**src/rtl/nbit_shift_pkg.sv**
```systemverilog
// nbit_shift_pkg: op and state encodings shared by the sequential shifter
package nbit_shift_pkg;

    typedef enum logic [2:0] {
        OP_ROR = 3'b000,
        OP_ROL = 3'b001,
        OP_SRL = 3'b010,
        OP_SLL = 3'b011,
        OP_SRA = 3'b100
    } op_e;

    typedef enum logic [1:0] {
        ST_IDLE = 2'd0,
        ST_RUN  = 2'd1,
        ST_DONE = 2'd2
    } state_e;

endpackage

```
**src/rtl/nbit_step_shift.sv**
```systemverilog
// nbit_step_shift: moves data by k positions (k <= STEP) and reports the last bit moved out
module nbit_step_shift
    import nbit_shift_pkg::*;
#(
    parameter int WIDTH = 32,
    parameter int STEP  = 1,
    parameter int SHW   = $clog2(WIDTH)
) (
    input  logic [WIDTH-1:0] data,
    input  logic [SHW-1:0]   k,
    input  logic [2:0]       op,
    output logic [WIDTH-1:0] res,
    output logic             bit_out
);

    logic [WIDTH-1:0] rr, rl;
    logic [SHW-1:0]   lo, hi;

    assign rr = (data >> k) | (data << (WIDTH - int'(k)));
    assign rl = (data << k) | (data >> (WIDTH - int'(k)));
    assign lo = k - SHW'(1);
    assign hi = ~k + SHW'(1);

    assign res = (op == OP_ROR) ? rr :
                 (op == OP_ROL) ? rl :
                 (op == OP_SRL) ? data >> k :
                 (op == OP_SLL) ? data << k :
                 (op == OP_SRA) ? WIDTH'($signed(data) >>> k) : data;

    // left-moving ops lose bits from the MSB end, the rest from the LSB end
    assign bit_out = (k == '0) ? 1'b0 :
                     (op == OP_ROL || op == OP_SLL) ? data[hi] : data[lo];

endmodule

```
**src/rtl/nbit_seq_shifter.sv**
```systemverilog
// nbit_seq_shifter: multi-cycle rotate/shift unit moving up to STEP bits per clock
module nbit_seq_shifter
    import nbit_shift_pkg::*;
#(
    parameter int WIDTH = 32,
    parameter int SHW   = $clog2(WIDTH),
    parameter int STEP  = 1
) (
    input  logic             clk,
    input  logic             rst_n,
    input  logic             in_valid,
    output logic             in_ready,
    input  logic [WIDTH-1:0] in_data,
    input  logic [SHW-1:0]   in_amt,
    input  logic [2:0]       in_op,
    output logic             out_valid,
    input  logic             out_ready,
    output logic [WIDTH-1:0] out_data,
    output logic             out_carry,
    output logic             out_err
);

    localparam logic [SHW-1:0] STEP_A = SHW'(STEP);

    state_e           state, nxt;
    logic [WIDTH-1:0] data_q, step_res;
    logic [SHW-1:0]   rem, k;
    logic [2:0]       op_q;
    logic             carry_q, err_q, step_bit, reserved;

    assign reserved = in_op > OP_SRA;
    assign k        = (rem < STEP_A) ? rem : STEP_A;

    nbit_step_shift #(.WIDTH(WIDTH), .STEP(STEP), .SHW(SHW)) u_step (
        .data   (data_q),
        .k      (k),
        .op     (op_q),
        .res    (step_res),
        .bit_out(step_bit)
    );

    always_ff @(posedge clk or negedge rst_n) begin
        if (!rst_n)
            state <= ST_IDLE;
        else
            state <= nxt;
    end

    always_comb begin
        nxt = state;
        case (state)
            ST_IDLE: nxt = !in_valid ? ST_IDLE : (in_amt == '0 || reserved) ? ST_DONE : ST_RUN;
            ST_RUN:  nxt = (rem == k) ? ST_DONE : ST_RUN;
            ST_DONE: nxt = out_ready ? ST_IDLE : ST_DONE;
            default: nxt = ST_IDLE;
        endcase
    end

    always_comb begin
        in_ready  = state == ST_IDLE;
        out_valid = state == ST_DONE;
    end

    always_ff @(posedge clk or negedge rst_n) begin
        if (!rst_n) begin
            data_q  <= '0;
            rem     <= '0;
            op_q    <= '0;
            carry_q <= 1'b0;
            err_q   <= 1'b0;
        end else if (state == ST_IDLE && in_valid) begin
            data_q  <= in_data;
            rem     <= in_amt;
            op_q    <= in_op;
            carry_q <= 1'b0;
            err_q   <= reserved;
        end else if (state == ST_RUN) begin
            data_q  <= step_res;
            carry_q <= step_bit;
            rem     <= rem - k;
        end
    end

    assign out_data  = data_q;
    assign out_carry = carry_q;
    assign out_err   = err_q;

endmodule
```
**config.mk**
```make
export PLATFORM = sky130hd
export DESIGN_NAME = nbit_seq_shifter
export DESIGN_NICKNAME = d
export VERILOG_FILES = /design/src/rtl/nbit_shift_pkg.sv /design/src/rtl/nbit_step_shift.sv /design/src/rtl/nbit_seq_shifter.sv
export SDC_FILE = /design/constraint.sdc
export NUM_CORES = 1
export LEC_CHECK = 0
export ABC_AREA = 0
export BUFFER_PORTS_ARGS = -buffer_cell sky130_fd_sc_hd__buf_2
export CAP_MARGIN = 20
export CORE_UTILIZATION = 23
export CTS_BUF_LIST = sky130_fd_sc_hd__clkbuf_8
export CTS_CLUSTER_DIAMETER = 100
export DETAILED_ROUTE_END_ITERATION = 10
export PLACE_DENSITY = 0.47
export SETUP_SLACK_MARGIN = 0.2
export SLEW_MARGIN = 25
export SYNTH_ARGS = -nofsm -noshare
export SYNTH_HDL_FRONTEND = slang
export SYNTH_SLANG_ARGS = --single-unit
```
**constraint.sdc**
```tcl
create_clock -name clk -period 4.5 [get_ports clk]
set_input_delay 0.225 -clock clk [delete_from_list [all_inputs] [get_ports clk]]
set_output_delay 0.225 -clock clk [all_outputs]
set_load 0.05 [all_outputs]
```
# [Word-level counts from Yosys, hierarchy flattened]
# Cells that the tools add are included.
[totals] regBits=44 latchBits=0 mem_bits_rw=0 romBits=0 input_bits=44 output_inout_bits=36 wordCells=62 mem_count=0
[op_classes] addsub=4 mul=0 n_div=0 magnitude_cmp=4 eq_ne=7 shifts=5 mux=23 n_bitwise=3 n_reduce_logical=10
[op_table] cell="32-bit two-way mux" n=7
[op_table] cell="32-bit bitwise OR" n=2
[op_table] cell="32-bit by 32-bit << shifter with 32-bit output" n=1
[op_table] cell="32-bit by 5-bit << shifter with 32-bit output" n=1
[op_table] cell="32-bit by 32-bit right shift with 32-bit output" n=1
[op_table] cell="32-bit by 5-bit right shift with 32-bit output" n=1
[op_table] cell="32-bit by 5-bit >>> shifter with 32-bit output" n=1
[op_table] cell="5-bit two-way mux" n=3
[op_table] cell="5-bit by 6-bit < comparator with 1-bit output, second input constant" n=2
[op_table] cell="1-bit binary-select mux with 5-bit select" n=2
[op_table] cell="5-bit zero test" n=2
[op_table] cell="2-bit two-way mux" n=4
[op_table] cell="6-bit by 5-bit subtractor with 7-bit output, first input constant" n=1
[op_table] cell="3-bit by 2-bit equality test with 1-bit output, second input constant" n=2
[op_table] cell="1-bit two-way mux" n=6
[op_table] cell="2-bit case mux with 3 select lines" n=1
[op_table] cell="6-bit nonzero test" n=1
[op_table] cell="5-bit by 1-bit adder with 5-bit output, second input constant" n=1
[op_table] cell="5-bit equality test" n=1
[op_table] cell="5-bit by 1-bit < comparator with 1-bit output, second input constant" n=1
[op_table] cell="5-bit NOT" n=1
[op_table] cell="5-bit by 1-bit subtractor with 5-bit output, second input constant" n=1
[op_table] cell="5-bit subtractor" n=1
[op_table] cell="3-bit by 1-bit equality test with 1-bit output, second input constant" n=1
[op_table] cell="other kinds (10)" n=11

# [Depth between registers and ports, before layout]
[logic_depth] depth_word=10 ltp_mapped=19 ltp_nobuf=11

# [Hierarchy]
# Synthesis repeated with hierarchy kept, for this count alone.
[unflattened] cells_unflattened=1339 hier_area_um2=11123.2
[by_module_without_submodules] mod="nbit_step_shift" n_inst=1 cells_each=1088 area_per_inst_um2=8922.3 seq_area_each_um2=0.0
[by_module_without_submodules] mod="nbit_seq_shifter" n_inst=1 cells_each=251 area_per_inst_um2=2200.9 seq_area_each_um2=1101.1

# [Worst setup path after synthesis]
# Ideal clock, no wire load.
[synth_path] kind="register to register" start="register rem[4]" end="register data_q[14] (netlist: out_data[14])" setup_time_ps=110 arrival_time_ps=3978 required_ps=4390 setup_slack_ps=412 path_stages_with_launch=18 path_buffers=7 period_less_slack_ps=4088 cell_sequence="dfrtp_1 > nor4_4 > nand2_2 > inv_1 > buf_6 > buf_4 > clkbuf_1 > ha_1 > clkbuf_1 > buf_1 > clkbuf_1 > ha_1 > or2_2 > clkbuf_1 > nor3_2 > a311oi_1 > and3_1 > o41ai_1"
[synth_via] elab_chain_len=10 elab_cells_between_ends=17 cone_classes="1 x add/sub; 1 x order compare; 5 x shift; 8 x mux; 2 x bitwise"
[synth_lines] element="from (decl)" line_no="nbit_seq_shifter.sv:27" text="logic [SHW-1:0] rem, k;"
[synth_lines] element="from (signal assigned)" line_no="nbit_seq_shifter.sv:73" text="rem <= in_amt;"
[synth_lines] element="from (signal assigned)" line_no="nbit_seq_shifter.sv:80" text="rem <= rem - k;"
[synth_lines] element="5-bit by 1-bit < comparator with 1-bit output" line_no="nbit_seq_shifter.sv:32" text="assign k = (rem < STEP_A) ? rem : STEP_A;"
[synth_lines] element="5-bit two-way mux *" line_no="nbit_seq_shifter.sv:32"
[synth_lines] element="parallel branches: the longest is 5 deep, another holds 6-bit by 5-bit subtractor with 7-bit output"
[synth_lines] element="32-bit two-way mux *" line_no="nbit_step_shift.sv:24" text="assign res = (op == OP_ROR) ? rr :"
[synth_lines] element="32-bit two-way mux *" line_no="nbit_seq_shifter.sv:77" text="end else if (state == ST_RUN) begin"
[synth_lines] element="32-bit two-way mux *" line_no="nbit_seq_shifter.sv:71" text="end else if (state == ST_IDLE && in_valid) begin"
[synth_lines] element="to (signal assigned)" line_no="nbit_seq_shifter.sv:72" text="data_q <= in_data;"
[synth_lines] element="to (signal assigned)" line_no="nbit_seq_shifter.sv:78" text="data_q <= step_res;"
[synth_lines] element="to (decl)" line_no="nbit_seq_shifter.sv:26" text="logic [WIDTH-1:0] data_q, step_res;"
# Mark *: on every way between the ends. The select of a mux whose other input is x is not followed.
# A chain may end at the register's enable or synchronous reset.

# [Worst setup path in the final report]
[layout_path] start="register rem[4]" end="register data_q[2] (netlist: out_data[2])"
# Same word-level chain as after synthesis.

==> metrics.txt <==
root buffer cell=clkbuf_8; Met2 Wirelength=9020 um; Slew Limit Fails=0; vias in the first global route=between 4000 and 5000; synth top area cells=dfrtp_1 (25%), mux4_2 (15%), nand2_1 (6.2%); outcome=completed; Resize count post-CTS=0; met3 routed WL=1240 um; final setup vio count=0; initial drt markers=416; most frequent cells in the layout=buf_2 (78), nand2_1 (72), nor2_1 (55); antenna-violating nets left=0; CP required=4670 ps; FP Rows=50; total grt overflow=0; non-filler cells, final=~800; top layer in use=met4; Final WS setup=between 1000 and 1500 ps; dpl cells=800; Post-synth EDFFs=0; Setup CP Type=flip-flop to flip-flop; core box area=18700 um2; Max Root-Sink Buffers=2; die area=19600 um2; Critical Path Source Type=flip-flop; arrival time worst endpoint=3490 ps; antenna violations before repair=0; Via Count=4796; Mean Syn Cell Area=8.18 um2; chip width=140 um; wire length per cell=24.0 um; clock latency on the worst-skew pair=320 ps; CTS tree=done; FFs w/ async S/R, synth=100%; pre-CTS worst setup slack=1250 ps; GPL Wtd Cong=about 0.9; I/O Pins=80; Initial DRT Pass Iterations=5; DR vias/cell=5.94; GRT Util Overall=20.1%; final hold violations=0; Post-synth top flop=dfrtp_1; measured slew at the worst slew-check pin=between 800 and 900 ps; RSZ-0062 raised after global routing=no; global-route wire length before repair=30000 um; Tcrit/Tclk final=73.8%; largest net degree at the start of global routing=between 60 and 70; critical path fanouts, max=42; Initial Util=23.5%; CTS Sinks=44; final core utilization=26.9%; maximum resistive drop on vdd=~0.00023 V; Seq cells post-synth=44; worst hold path type=input port to flip-flop; Syn-to-layout area delta=14.5%; n_diodes=0; die height=140 um; Tmin final=~3300 ps; Synth area leader=dfrtp_1; # fillers=around 2000; Leak=~1.9 nW; cell count after synthesis=537; sequential fraction of the synthesis area=about a quarter; area share of the leading cell type in the synthesized netlist=25.1%; setup_tns=0 ps; Worst Skew=about 14 ps; Detailed Place HPWL=13300 um; Clock transition at path regs=about 80 ps; drt total wl=19400 um; critical path endpoint category=flip-flop; post-CTS setup repair buffer count=0; final net count=621; share of layout cells above drive strength 1=between 20% and 30%; DR DRC count=0; most common cell after layout, fill and taps aside=buf_2; pwr dens=953 nW/um2; Final Hold Slack=~120 ps; CTS Hold Bufs=1; YS warnings=0; M1 WL=8540 um; fmax=301 MHz; # Max-Cap Violations=0; H-tree Lvls=2; synthesized cell area=4390 um2; Port Buf Inserts=79; Max transition margin=42.2%; CTS Buf Count=5; number of library cell types mapped by synthesis=63
## registers in the layout, indices dropped and copies added (netlist names)
register   count
out_carry      1
state          2
rem            5
out_err        1
op_q           3
out_data      32
## power breakdown
part	total (mW)	internal (mW)	leakage, nW	switching (mW)
Sequential	1.27	0.593	0.504	0.673
Combinational	3.23	1.21	1.38	2.02
Clock	0.291	0.137	0.0503	0.153
Total	4.79	1.94	1.94	2.85
## cells by family (layout without fill, tap and decap cells)
kind of cell               after synthesis  after routing  synth area share (%)
and+or+nand+nor                        195            195                  20.7
buffers and inverters                   69            105                  6.55
DFF                                     44             44                  25.1
other                                    1              2                0.0854
muxes                                   49             49                  19.7
adders and majority gates                3              3                 0.855
AOI/OAI and AO/OA                      176            176                  27.0
## cells in the mapped netlist (all sizes together), types with 9 or more instances
| master | instances |
|---|---|
| a31oi | 17 |
| mux2 | 11 |
| dfrtp | 44 |
| nor3 | 13 |
| clkbuf | 46 |
| o22ai | 26 |
| buf | 15 |
| nand3 | 9 |
| o21ai | 28 |
| mux4 | 29 |
| a21oi | 36 |
| nor2 | 56 |
| mux2i | 9 |
| nand2 | 73 |
## cell type report
cell class                 instances  area, um2  area share, %
timing repair buffer              90        483           9.61
sequential                        44       1100           21.9
multi-input combinational        425       3020           60.1
inverter                           8       30.0          0.597
clock buffer                       7       96.3           1.92
tap                              234        293           5.83
## worst max-delay path, cell delays in order, from the launching register on
cell,delay [ps]
dfrtp_1,460
nor4_4,390
nand2_2,90
inv_1,80
ha_1,170
buf_4,430
inv_1,530
nand2_1,240
o22ai_1,130
a2111oi_0,560
a211oi_1,90
## path summary, 6_finish.rpt
kind                            startpoint     endpoint  slack, ps  depth (start not counted)
worst max-delay path                rem[4]  out_data[2]       1180                         10
worst min-delay path              in_op[2]      op_q[2]        120                          3
worst max register to register      rem[4]  out_data[2]       1180                         10
worst min register to register     out_err      out_err        510                          2
max in group asynchronous            rst_n  out_data[2]       3560                          2
min in group asynchronous            rst_n      out_err        470                          2
## routing by layer
metal  vias to the layer above  global-route usage (%)
met3                        43                    3.04
met2                       228                    32.4
met5                         -                       0
met1                      2397                    27.2
li1                       2128                       -
met4                         0                    7.11
## stage by stage
| stage | cell area, um2 | total power, mW |
|---|---|---|
| final | 5030 | 4.79 |
| after detailed placement | 4920 | 4.46 |
| after floorplan | 4390 | 3.45 |
| after global placement | 4910 | 4.46 |
| after CTS | 5020 | 4.78 |
| after global routing | 5030 | 5.11 |
(Power assumes the default switching activity.)
